$ cat src/rtl/aes_hpc_reseed_scheduler.sv
// rtl/aes_hpc_reseed_scheduler.sv - reseed/encryption handshake sequencer for the masked AES core
// Forces a PRNG reseed before first use and after every RESEED_PERIOD encryptions.
module aes_hpc_reseed_scheduler #(
  parameter int unsigned RESEED_PERIOD = 16,
  parameter int unsigned CNT_W         = 16
) (
  input  logic             clk,
  input  logic             rst,
  input  logic             host_in_valid,
  output logic             host_in_ready,
  output logic             core_in_valid,
  input  logic             core_in_ready,
  input  logic             core_out_valid,
  input  logic             core_out_ready,
  input  logic             host_seed_valid,
  output logic             host_seed_ready,
  output logic             core_seed_valid,
  input  logic             core_seed_ready,
  output logic             seed_required,
  output logic             busy,
  output logic [CNT_W-1:0] enc_cnt
);

  typedef enum logic [1:0] {
    ST_NEED_SEED = 2'd0,
    ST_IDLE      = 2'd1,
    ST_RUN       = 2'd2
  } state_e;

  localparam logic [CNT_W-1:0] PERIOD_C  = CNT_W'(RESEED_PERIOD);
  localparam logic [CNT_W-1:0] CNT_MAX   = {CNT_W{1'b1}};
  localparam bit               PERIOD_EN = (RESEED_PERIOD != 0);

  state_e           state_q, state_d;
  logic [CNT_W-1:0] enc_cnt_q, enc_cnt_d;
  logic             seed_en;
  logic             seed_xfer, in_xfer, out_xfer;

  assign seed_xfer = core_seed_valid & core_seed_ready;
  assign in_xfer   = core_in_valid & core_in_ready;
  assign out_xfer  = (state_q == ST_RUN) & core_out_valid & core_out_ready;
  assign enc_cnt   = enc_cnt_q;

  always_ff @(posedge clk or posedge rst) begin
    if (rst) begin
      state_q   <= ST_NEED_SEED;
      enc_cnt_q <= '0;
    end else begin
      state_q   <= state_d;
      enc_cnt_q <= enc_cnt_d;
    end
  end

  always_comb begin
    state_d   = state_q;
    enc_cnt_d = enc_cnt_q;
    case (state_q)
      ST_NEED_SEED: begin
        if (seed_xfer) begin
          state_d   = ST_IDLE;
          enc_cnt_d = '0;
        end
      end
      ST_IDLE: begin
        if (seed_xfer) begin
          enc_cnt_d = '0;
        end else if (in_xfer) begin
          state_d = ST_RUN;
          if (enc_cnt_q != CNT_MAX) enc_cnt_d = enc_cnt_q + CNT_W'(1);
        end
      end
      ST_RUN: begin
        if (out_xfer) begin
          state_d = (PERIOD_EN && (enc_cnt_q == PERIOD_C)) ? ST_NEED_SEED : ST_IDLE;
        end
      end
      default: begin
        state_d   = ST_NEED_SEED;
        enc_cnt_d = '0;
      end
    endcase
  end

  // Seed path is also forced low while rst is held so the core sees no seed during reset.
  always_comb begin
    seed_en         = ~rst & ((state_q == ST_NEED_SEED) | (state_q == ST_IDLE));
    core_seed_valid = seed_en & host_seed_valid;
    host_seed_ready = seed_en & core_seed_ready;
    core_in_valid   = (state_q == ST_IDLE) & host_in_valid & ~host_seed_valid;
    host_in_ready   = (state_q == ST_IDLE) & core_in_ready & ~host_seed_valid;
    seed_required   = (state_q == ST_NEED_SEED);
    busy            = (state_q == ST_RUN);
  end

endmodule

$ cat config.mk
export PLATFORM = sky130hd
export DESIGN_NAME = aes_hpc_reseed_scheduler
export DESIGN_NICKNAME = d
export VERILOG_FILES = /design/src/rtl/aes_hpc_reseed_scheduler.sv
export SDC_FILE = /design/constraint.sdc
export NUM_CORES = 1
export LEC_CHECK = 0
export ABC_AREA = 0
export CAP_MARGIN = 5
export CORE_MARGIN = 8
export CORE_UTILIZATION = 50
export CTS_CLUSTER_SIZE = 20
export DETAILED_ROUTE_END_ITERATION = 7
export PLACE_DENSITY = 0.85
export REMOVE_ABC_BUFFERS = 1
export SLEW_MARGIN = 20
export SYNTH_ARGS = -nofsm -noshare
export SYNTH_HDL_FRONTEND = slang
export SYNTH_SLANG_ARGS = --single-unit
$ cat constraint.sdc
create_clock -name clk -period 3.8 [get_ports clk]
set_input_delay 0.57 -clock clk [delete_from_list [all_inputs] [get_ports clk]]
set_output_delay 0.57 -clock clk [all_outputs]
set_load 0.01 [all_outputs]
==> reports/results.ini, run 1 <==
[power]
netSwitchingPower_uw = 267
p_seq_frac = 0.393
vdd_drop_max_mv = 0.347
p_comb_frac = 0.417
p_leak_uw = 0.000582
p_int_uw = 396
clkPwrFrac = 0.190
switching_share = 0.403
power_density_nw_per_um2 = 411

[critical_path]
crit_fanout = 6
crit_path_start_kind = input port
required_ns = 3.23
critPathKind = input port to output pin
ff2ff_path_depth = 5
worstPathArrival_ns = 2.06
crit_path_end_kind = output pin

[synthesis]
ys_seq_area_frac = 0.343
synth_flop_cell = dfrtp_1
netlist_instances = 152
ys_seq_elements = 18
synth_area_um2 = 1320
yosys_warnings = 0
synthArstFlopShare = 1.00
synth_edf_count = 0
syn_area_per_cell_um2 = 8.65
synth_cell_types = 45

[sta]
min_period_ns = 2.63
rsz0062_at_grt = no
finalCritPeriodShare = 0.692
relSlewSlack = 0.491
tightestPinTransition_ns = 0.763
final-max-slew-violation-count = 0
finalSetupTns_ns = 0
finalHoldViolations = 0
clock_skew_ns = 0.0134
max_freq_ghz = 0.380
setup_viol = 0

[cts]
insertion_delay_ns = 0.31
cts_setup_buffers = 0
cts_buffers = 3
clk_path_buf_depth = 2
htreeDepth = 1
postCtsHoldBufs = 0
numClockSinks = 18
cts_root_buf = clkbuf_4
post_cts_resize_count = 0
clkTransAtPathRegs_ns = 0.12
cts_tree = yes

[final_layout]
drive_gt1_frac = 0.0571
stdcell_area_um2 = 1610
nFillCells = 221
final_nets = 186
fin_cells = 205
syn_to_final_growth_pct = 22.5
diodes = 0

[floorplanning]
num_io_pins = 30
placementRows = 18
die-width_um = 67.3
core_um2 = 2480
initial_core_util = 0.531
die-height_um = 67.3
dieArea_um2 = 4530

[global_route]
grt_pass1_vias = 1292
antenna_found_initial = 0
gr-total-overflow = 0
grt_pass1_wl_um = 6130
grt_max_degree = 20
grt_usage = 0.171

[placement]
globalplace.congestion = 0.954
io_buffers = 29
hpwl_um = 2750
place_area_um2 = 1570
dp_cells = 201

[drt]
drt_pre_antenna_iters = 4
wl_um = 3730
dr.first_iter.drc_count = 82
antenna_left = 0
drt_drc_violations_left = 0
via_per_inst = 6.66
vias = 1366
wl_per_cell_um = 18.2

[worst_hold_path]
hold_class = register to register
worstHoldPathCells = 1

[run_status]
status = completed

[job]
drv_cap = 0

==> cell type report <==
type	count	area, um2	share of cell area
Clock buffer	4	36.3	0.0225
Inverter	7	26.3	0.0163
Multi-Input combinational cell	117	769	0.478
Sequential cell	18	450	0.280
Tap cell	30	37.5	0.0233
Timing Repair Buffer	29	290	0.180
==> logic make-up after synthesis <==
kind of cell,synth area share
AOI/OAI and AO/OA,0.242
adders and majority gates,0.0190
buffers and inverters,0.0723
DFF,0.343
and+or+nand+nor,0.324
==> synthesized netlist by cell type, types with 4 or more instances <==
| cell type | number | area [um2] |
|---|---|---|
| nand2_1 | 10 | 37.5 |
| nor4_1 | 4 | 25.0 |
| and4_1 | 4 | 35.0 |
| inv_1 | 7 | 26.3 |
| dfrtp_1 | 18 | 450 |
| o31ai_1 | 7 | 52.6 |
| nand3_1 | 12 | 60.1 |
| buf_4 | 5 | 37.5 |
| a31oi_1 | 13 | 81.3 |
| buf_2 | 4 | 20.0 |
| a21oi_1 | 5 | 25.0 |
| nor2_1 | 9 | 33.8 |
| nand4_1 | 7 | 43.8 |
==> final timing paths <==
kind	from	endpoint	slack [ns]
max reg2reg	enc_cnt[1]$_DFFE_PP0P_	enc_cnt[4]$_DFFE_PP0P_	1.89
min in group asynchronous	rst	state_q[0]$_DFFE_PP0P_	0.77
min	enc_cnt[15]$_DFFE_PP0P_	enc_cnt[15]$_DFFE_PP0P_	0.57
max in group asynchronous	rst	enc_cnt[5]$_DFFE_PP0P_	2.54
min reg2reg	enc_cnt[15]$_DFFE_PP0P_	enc_cnt[15]$_DFFE_PP0P_	0.57
max	host_seed_valid	core_in_valid	1.17
==> metrics by stage <==
step / worst slack [ns] / power (uW) / hold slack (ns) / utilization
2_1_floorplan: 1.96 / 416 / 0.533 / -
3_3_place_gp: 1.20 / 527 / 0.550 / 0.635
3_5_place_dp: 1.11 / 538 / 0.556 / 0.635
4_1_cts: 1.18 / 660 / 0.575 / 0.650
5_1_grt: 1.07 / 700 / 0.626 / 0.650
6_report: 1.17 / 662 / 0.567 / 0.650
==> worst max-delay path: stages <==
cell	delay (ns)
clkdlybuf4s50_1	0.51
nand2b_1	0.29
nor2_1	0.14
clkdlybuf4s50_1	0.55
==> metal layers <==
| layer | vias up | wire length (um) | track usage | part of all wire |
|---|---|---|---|---|
| met1 | 641 | 1510 | 0.204 | 0.40 |
| met2 | 73 | 1780 | 0.280 | 0.48 |
| met4 | 0 | 80 | 0.0836 | 0.021 |
| li1 | 643 | - | - | - |
| met5 | - | 0 | 0 | 0 |
| met3 | 9 | 360 | 0.0464 | 0.097 |
==> flip-flops by register name (all words and copies together) (netlist names) <==
| register | flops |
|---|---|
| enc_cnt | 16 |
| state_q | 2 |
==> layout by cell type, fill, tap and decap left out, types with 2 or more instances in the layout <==
cell,n
a21oi_1,5
o21ai_0,3
nand2b_1,2
or3_1,2
dfrtp_1,18
o22ai_1,2
ha_1,2
o211ai_1,2
nor3b_1,2
nand4_1,7
a31oi_1,13
nor4b_1,2
and4_1,4
nor4_1,4
clkdlybuf4s50_1,29
o311ai_0,2
nand2_1,10
inv_1,7
o31ai_1,7
nand3_1,12
a41oi_1,2
o21ai_1,3
nor3_1,3
nor2_1,9
clkbuf_4,3
==> power by group through the flow <==
stage | combinational (uW) | clock [uW] | sequential (uW)
final | 276 | 126 | 260
after global routing | 300 | 133 | 267
after CTS | 276 | 124 | 259
after detailed placement | 274 | 0 | 264
after global placement | 268 | 0 | 259
after floorplan | 155 | 0 | 261
No activity file was read; power rests on OpenSTA's default activity.
==> inputs of run 2 (changes only) <==
- CORE_UTILIZATION: 50 -> 45
- PLACE_DENSITY: 0.85 -> 0.81
- clock period: 3.8 -> 2.4 ns (I/O delays scaled with it)
==> run 2 against run 1 <==
Net effect:
- largest power group unchanged
- via count grew 3.1%
- worst setup slack lost 0.97 ns
- non-clock buffer count grew 3
- register-to-register slack lost 1.3 ns
- clock skew shrank 0.0065 ns
==> reports/results.ini, run 2 (synthesis gave the netlist of run 1 again) <==
[final_layout]
largest_register_ffs = 16
nFillCells = 247
fin_cells = 209
final_nets = 189
diodes = 0
drive_gt1_frac = 0.0730
layout_commonest_cell = clkdlybuf4s50_1
regArea_um2 = 450
layout_common_cells = 29 x clkdlybuf4s50_1, 18 x dfrtp_1, 13 x a31oi_1
fin_util = 0.593
syn_to_final_growth_pct = 24.3
multiInputGateArea_um2 = 769

[critical_path]
critPathKind = input port to output pin
cpMostUsedCell = clkdlybuf4s50_1
path_cells = clkdlybuf4s50_1 > nand2b_1 > nor2_1 > clkdlybuf4s50_1
cp_slowest_cell = clkdlybuf4s50_1
crit_path_start_kind = input port
path_buf_inv = 2
required_ns = 2.04
worstPathArrival_ns = 1.84
crit_family = buffers and inverters
cp_slowest_stage_delay_ns = 0.55
crit_fanout = 6
crit_path_end_kind = output pin

[power]
netSwitchingPower_uw = 417
p_leak_uw = 0.000597
clkPwrFrac = 0.186
power_density_nw_per_um2 = 646
switching_share = 0.395
p_seq_frac = 0.388
p_comb_frac = 0.426
vdd_drop_max_mv = 0.437
p_int_uw = 639

[floorplanning]
die-width_um = 70.1
placementRows = 19
dieArea_um2 = 4910
initial_core_util = 0.477
die-height_um = 70.1
num_io_pins = 30
core_um2 = 2760

[sta]
relSlewSlack = 0.638
max_freq_ghz = 0.455
finalSetupTns_ns = 0
tightestPinTransition_ns = 0.538
finalCritPeriodShare = 0.916
setup_viol = 0
min_period_ns = 2.20
rsz0062_at_grt = no
final-max-slew-violation-count = 0
finalHoldViolations = 0
clock_skew_ns = 0.00689

[drt]
m1WireLength_um = 1510
wl_per_cell_um = 17.7
drt_pre_antenna_iters = 5
dr.first_iter.drc_count = 98
wl_met2_um = 1650
antenna_left = 0
drt_drc_violations_left = 0
highest_layer = met4
wl_met3_um = 441
via_per_inst = 6.74
vias = 1409
wl_um = 3690

[cts]
cts_setup_buffers = 0
postCtsHoldBufs = 0
post_cts_resize_count = 0
htreeDepth = 1
numClockSinks = 18
cts_buffers = 3
clkTransAtPathRegs_ns = 0.11
insertion_delay_ns = 0.31
cts_root_buf = clkbuf_4
clk_path_buf_depth = 2
cts_tree = yes

[worst_hold_path]
hold_class = input port to async pin

[global_route]
grt_usage = 0.147
grt_pass1_wl_um = 6150
grt_max_degree = 19
antenna_found_initial = 0
grt_pass1_vias = 1373
gr-total-overflow = 0

[placement]
io_buffers = 29
dp_cells = 205
hpwl_um = 2740
globalplace.congestion = 0.941

[run_status]
status = completed

[job]
drv_cap = 0

run 2: cell count changes in the layout (fill, tap and decap cells not counted), sizes merged:
cell  previous run  this run
buf              0         3
run 2: routing by layer:
| metal | up-vias | global-route usage |
|---|---|---|
| met1 | 656 | 0.161 |
| met5 | - | 0 |
| met3 | 11 | 0.0579 |
| met4 | 0 | 0.100 |
| li1 | 651 | - |
| met2 | 91 | 0.229 |
run 2: final timing paths:
check                                     endpoint  slack, ns               startpoint  depth (start not counted)
min in group clk           enc_cnt[15]$_DFFE_PP0P_       0.56  enc_cnt[15]$_DFFE_PP0P_                          1
max in group asynchronous   enc_cnt[6]$_DFFE_PP0P_       1.68                      rst                          3
max reg2reg                 enc_cnt[5]$_DFFE_PP0P_       0.54   enc_cnt[0]$_DFFE_PP0P_                          5
max                                  core_in_valid       0.20          host_seed_valid                          4
min reg2reg                enc_cnt[15]$_DFFE_PP0P_       0.56  enc_cnt[15]$_DFFE_PP0P_                          1
min                         state_q[0]$_DFFE_PP0P_       0.52                      rst                          3
run 2: final cells by class:
cell class | count | share of cell area
clock buffers | 4 | 0.0222
inverters | 7 | 0.0161
multi-input cells | 117 | 0.471
flip-flops and latches | 18 | 0.276
well taps | 31 | 0.0237
repair buffers | 32 | 0.191
run 2: metrics by stage:
stage | total power (uW) | cell area (um2) | hold slack, ns | worst slack, ns
global route | 1130 | 1630 | 0.575 | 0.0561
finish | 1060 | 1630 | 0.522 | 0.202
detailed placement | 863 | 1600 | 0.541 | 0.217
floorplan | 658 | 1250 | 0.329 | 0.766
CTS | 1050 | 1630 | 0.542 | 0.205
global placement | 856 | 1600 | 0.534 | 0.246
run 2: power groups by stage:
stage,clock [uW],combinational (uW),sequential (uW)
floorplan,0,246,413
global placement,0,443,413
detailed placement,0,449,414
CTS,194,452,409
global route,214,497,421
finish,196,450,410
run 2: worst min-delay path: stages:
cell             delay [ns]
clkdlybuf4s50_1        0.46
inv_1                  0.13
buf_4                  0.27
==> inputs of run 3 (changes only) <==
- PLACE_DENSITY: 0.81 -> 0.76
- SETUP_SLACK_MARGIN: not set -> 0.3
- clock period: 2.4 -> 1.9 ns (I/O delays scaled with it)
==> run 3 against run 2 <==
Net effect:
- final cell count increased by 17%
- clock skew fell by 0.0057 ns
- non-clock buffer count up 35
- count of clock-buffer cells in the layout stayed put
- critical path depth grew 1
- sequential cell count is the same
- register-to-register slack got worse by 0.29 ns
- die area did not move
- global-route usage is 3.7 points higher
- largest power group unchanged
- highest routed layer unchanged
==> reports/results.ini, run 3 (synthesis gave the netlist of run 1 again) <==
[final_layout]
fin_cells = 244
syn_to_final_growth_pct = 57.7
layout_common_cells = 35 x buf_4, 15 x dfrtp_2, 13 x a31oi_1
drive_gt1_frac = 0.432
diodes = 0
largest_register_ffs = 16
layout_commonest_cell = buf_4
stdcell_area_um2 = 2070
fin_util = 0.752
final_nets = 224

[drt]
drt_pre_antenna_iters = 5
wl_per_cell_um = 20.6
via_per_inst = 6.84
dr.first_iter.drc_count = 117
vias = 1670
antenna_left = 0
drt_drc_violations_left = 0
wl_um = 5020

[floorplanning]
die-width_um = 70.1
placementRows = 19
num_io_pins = 30
die-height_um = 70.1
dieArea_um2 = 4910
initial_core_util = 0.477
core_um2 = 2760

[job]
drv_cap = 0

[cts]
numClockSinks = 18
cts_tree = yes
cts_buffers = 3
postCtsHoldBufs = 0
clk_path_buf_depth = 2
insertion_delay_ns = 0.31
cts_root_buf = clkbuf_4
htreeDepth = 1
clkTransAtPathRegs_ns = 0.12

[critical_path]
worstPathArrival_ns = 1.84
critPathKind = register to register
crit_path_end_kind = register
required_ns = 2.09
crit_path_start_kind = register
crit_fanout = 6

[sta]
max_freq_ghz = 0.608
rsz0062_at_grt = yes
finalCritPeriodShare = 0.866
setup_viol = 0
setup_ws_ns = 0.254
finalHoldViolations = 0
clock_skew_ns = 0.00114
min_period_ns = 1.65
tightestPinTransition_ns = 0.487
relSlewSlack = 0.674
final-max-slew-violation-count = 0

[power]
fin_total_pwr_uw = 1610
power_density_nw_per_um2 = 777
vdd_drop_max_mv = 0.679
p_leak_uw = 0.000986

[placement]
io_buffers = 29
pre_cts_ws_ns = -0.0136
hpwl_um = 3150
place_area_um2 = 1700
globalplace.congestion = 0.907
dp_cells = 219

[global_route]
grt_max_degree = 19
grt_pass1_wl_um = 7680
antenna_found_initial = 0
grt_usage = 0.185
gr-total-overflow = 0
grt_pass1_vias = 1606

[worst_hold_path]
hold_class = input port to async pin

[run_status]
status = completed

[run 3: cell types whose count changed in the layout (fill, tap and decap cells not counted), moves of 3 or more]
cell | before | now
dfrtp_1 | 18 | 3
dlymetal6s2s_1 | 0 | 10
dlygate4sd2_1 | 0 | 3
o31ai_1 | 7 | 3
buf_4 | 3 | 35
dfrtp_2 | 0 | 15
clkdlybuf4s50_1 | 29 | 11
o31ai_2 | 0 | 3
buf_2 | 0 | 3
[run 3: path summary, 6_finish.rpt]
| path | startpoint | slack [ns] | endpoint | depth (start not counted) |
|---|---|---|---|---|
| max | enc_cnt[1]$_DFFE_PP0P_ | 0.25 | enc_cnt[11]$_DFFE_PP0P_ | 5 |
| min | rst | 0.48 | enc_cnt[0]$_DFFE_PP0P_ | 3 |
| max reg2reg | enc_cnt[1]$_DFFE_PP0P_ | 0.25 | enc_cnt[11]$_DFFE_PP0P_ | 5 |
| min reg2reg | enc_cnt[15]$_DFFE_PP0P_ | 0.53 | enc_cnt[15]$_DFFE_PP0P_ | 1 |
| max in group asynchronous | rst | 1.19 | enc_cnt[8]$_DFFE_PP0P_ | 3 |
| min in group clk | enc_cnt[15]$_DFFE_PP0P_ | 0.53 | enc_cnt[15]$_DFFE_PP0P_ | 1 |
[run 3: timing repair]
| action | in CTS | in global routing |
|---|---|---|
| setup buffers | 13 | 7 |
| gates cloned | 0 | 1 |
| endpoints found under the setup margin | 34 | 32 |
| pin swaps | 2 | 4 |
| resized for setup | 35 | 48 |
[run 3: metal layers]
metal,wire [um],GRT usage,vias to the layer above,part of all wire
li1,-,-,722,-
met1,1900,0.216,797,0.38
met2,2450,0.315,127,0.49
met3,482,0.0438,24,0.096
met4,179,0.0759,0,0.036
met5,0,0,-,0
[run 3: metrics by stage]
step	hold WS (ns)	setup TNS [ns]
2_1_floorplan	0.254	0
3_3_place_gp	0.534	0
3_5_place_dp	0.553	-0.0136
4_1_cts	0.483	0
5_1_grt	0.501	0
6_report	0.482	0
[run 3: worst max-delay path, cell delays in order, from the launching register on]
cell and delay (ns):
dfrtp_1 0.42, buf_4 0.15, and4_2 0.30, nand3_1 0.20
o311ai_1 0.32, o211ai_1 0.13
[run 3: cell type report]
cell class / count / area, um2
clock buffers: 4 / 36.3
inverters: 7 / 26.3
fillers: 198 / 684
multi-input cells: 117 / 922
well taps: 31 / 38.8
repair buffers: 67 / 581
flip-flops and latches: 18 / 469
[run 3: power breakdown]
part	internal, uW	switching (uW)
clock network	117	139
registers	438	79.1
logic	384	453
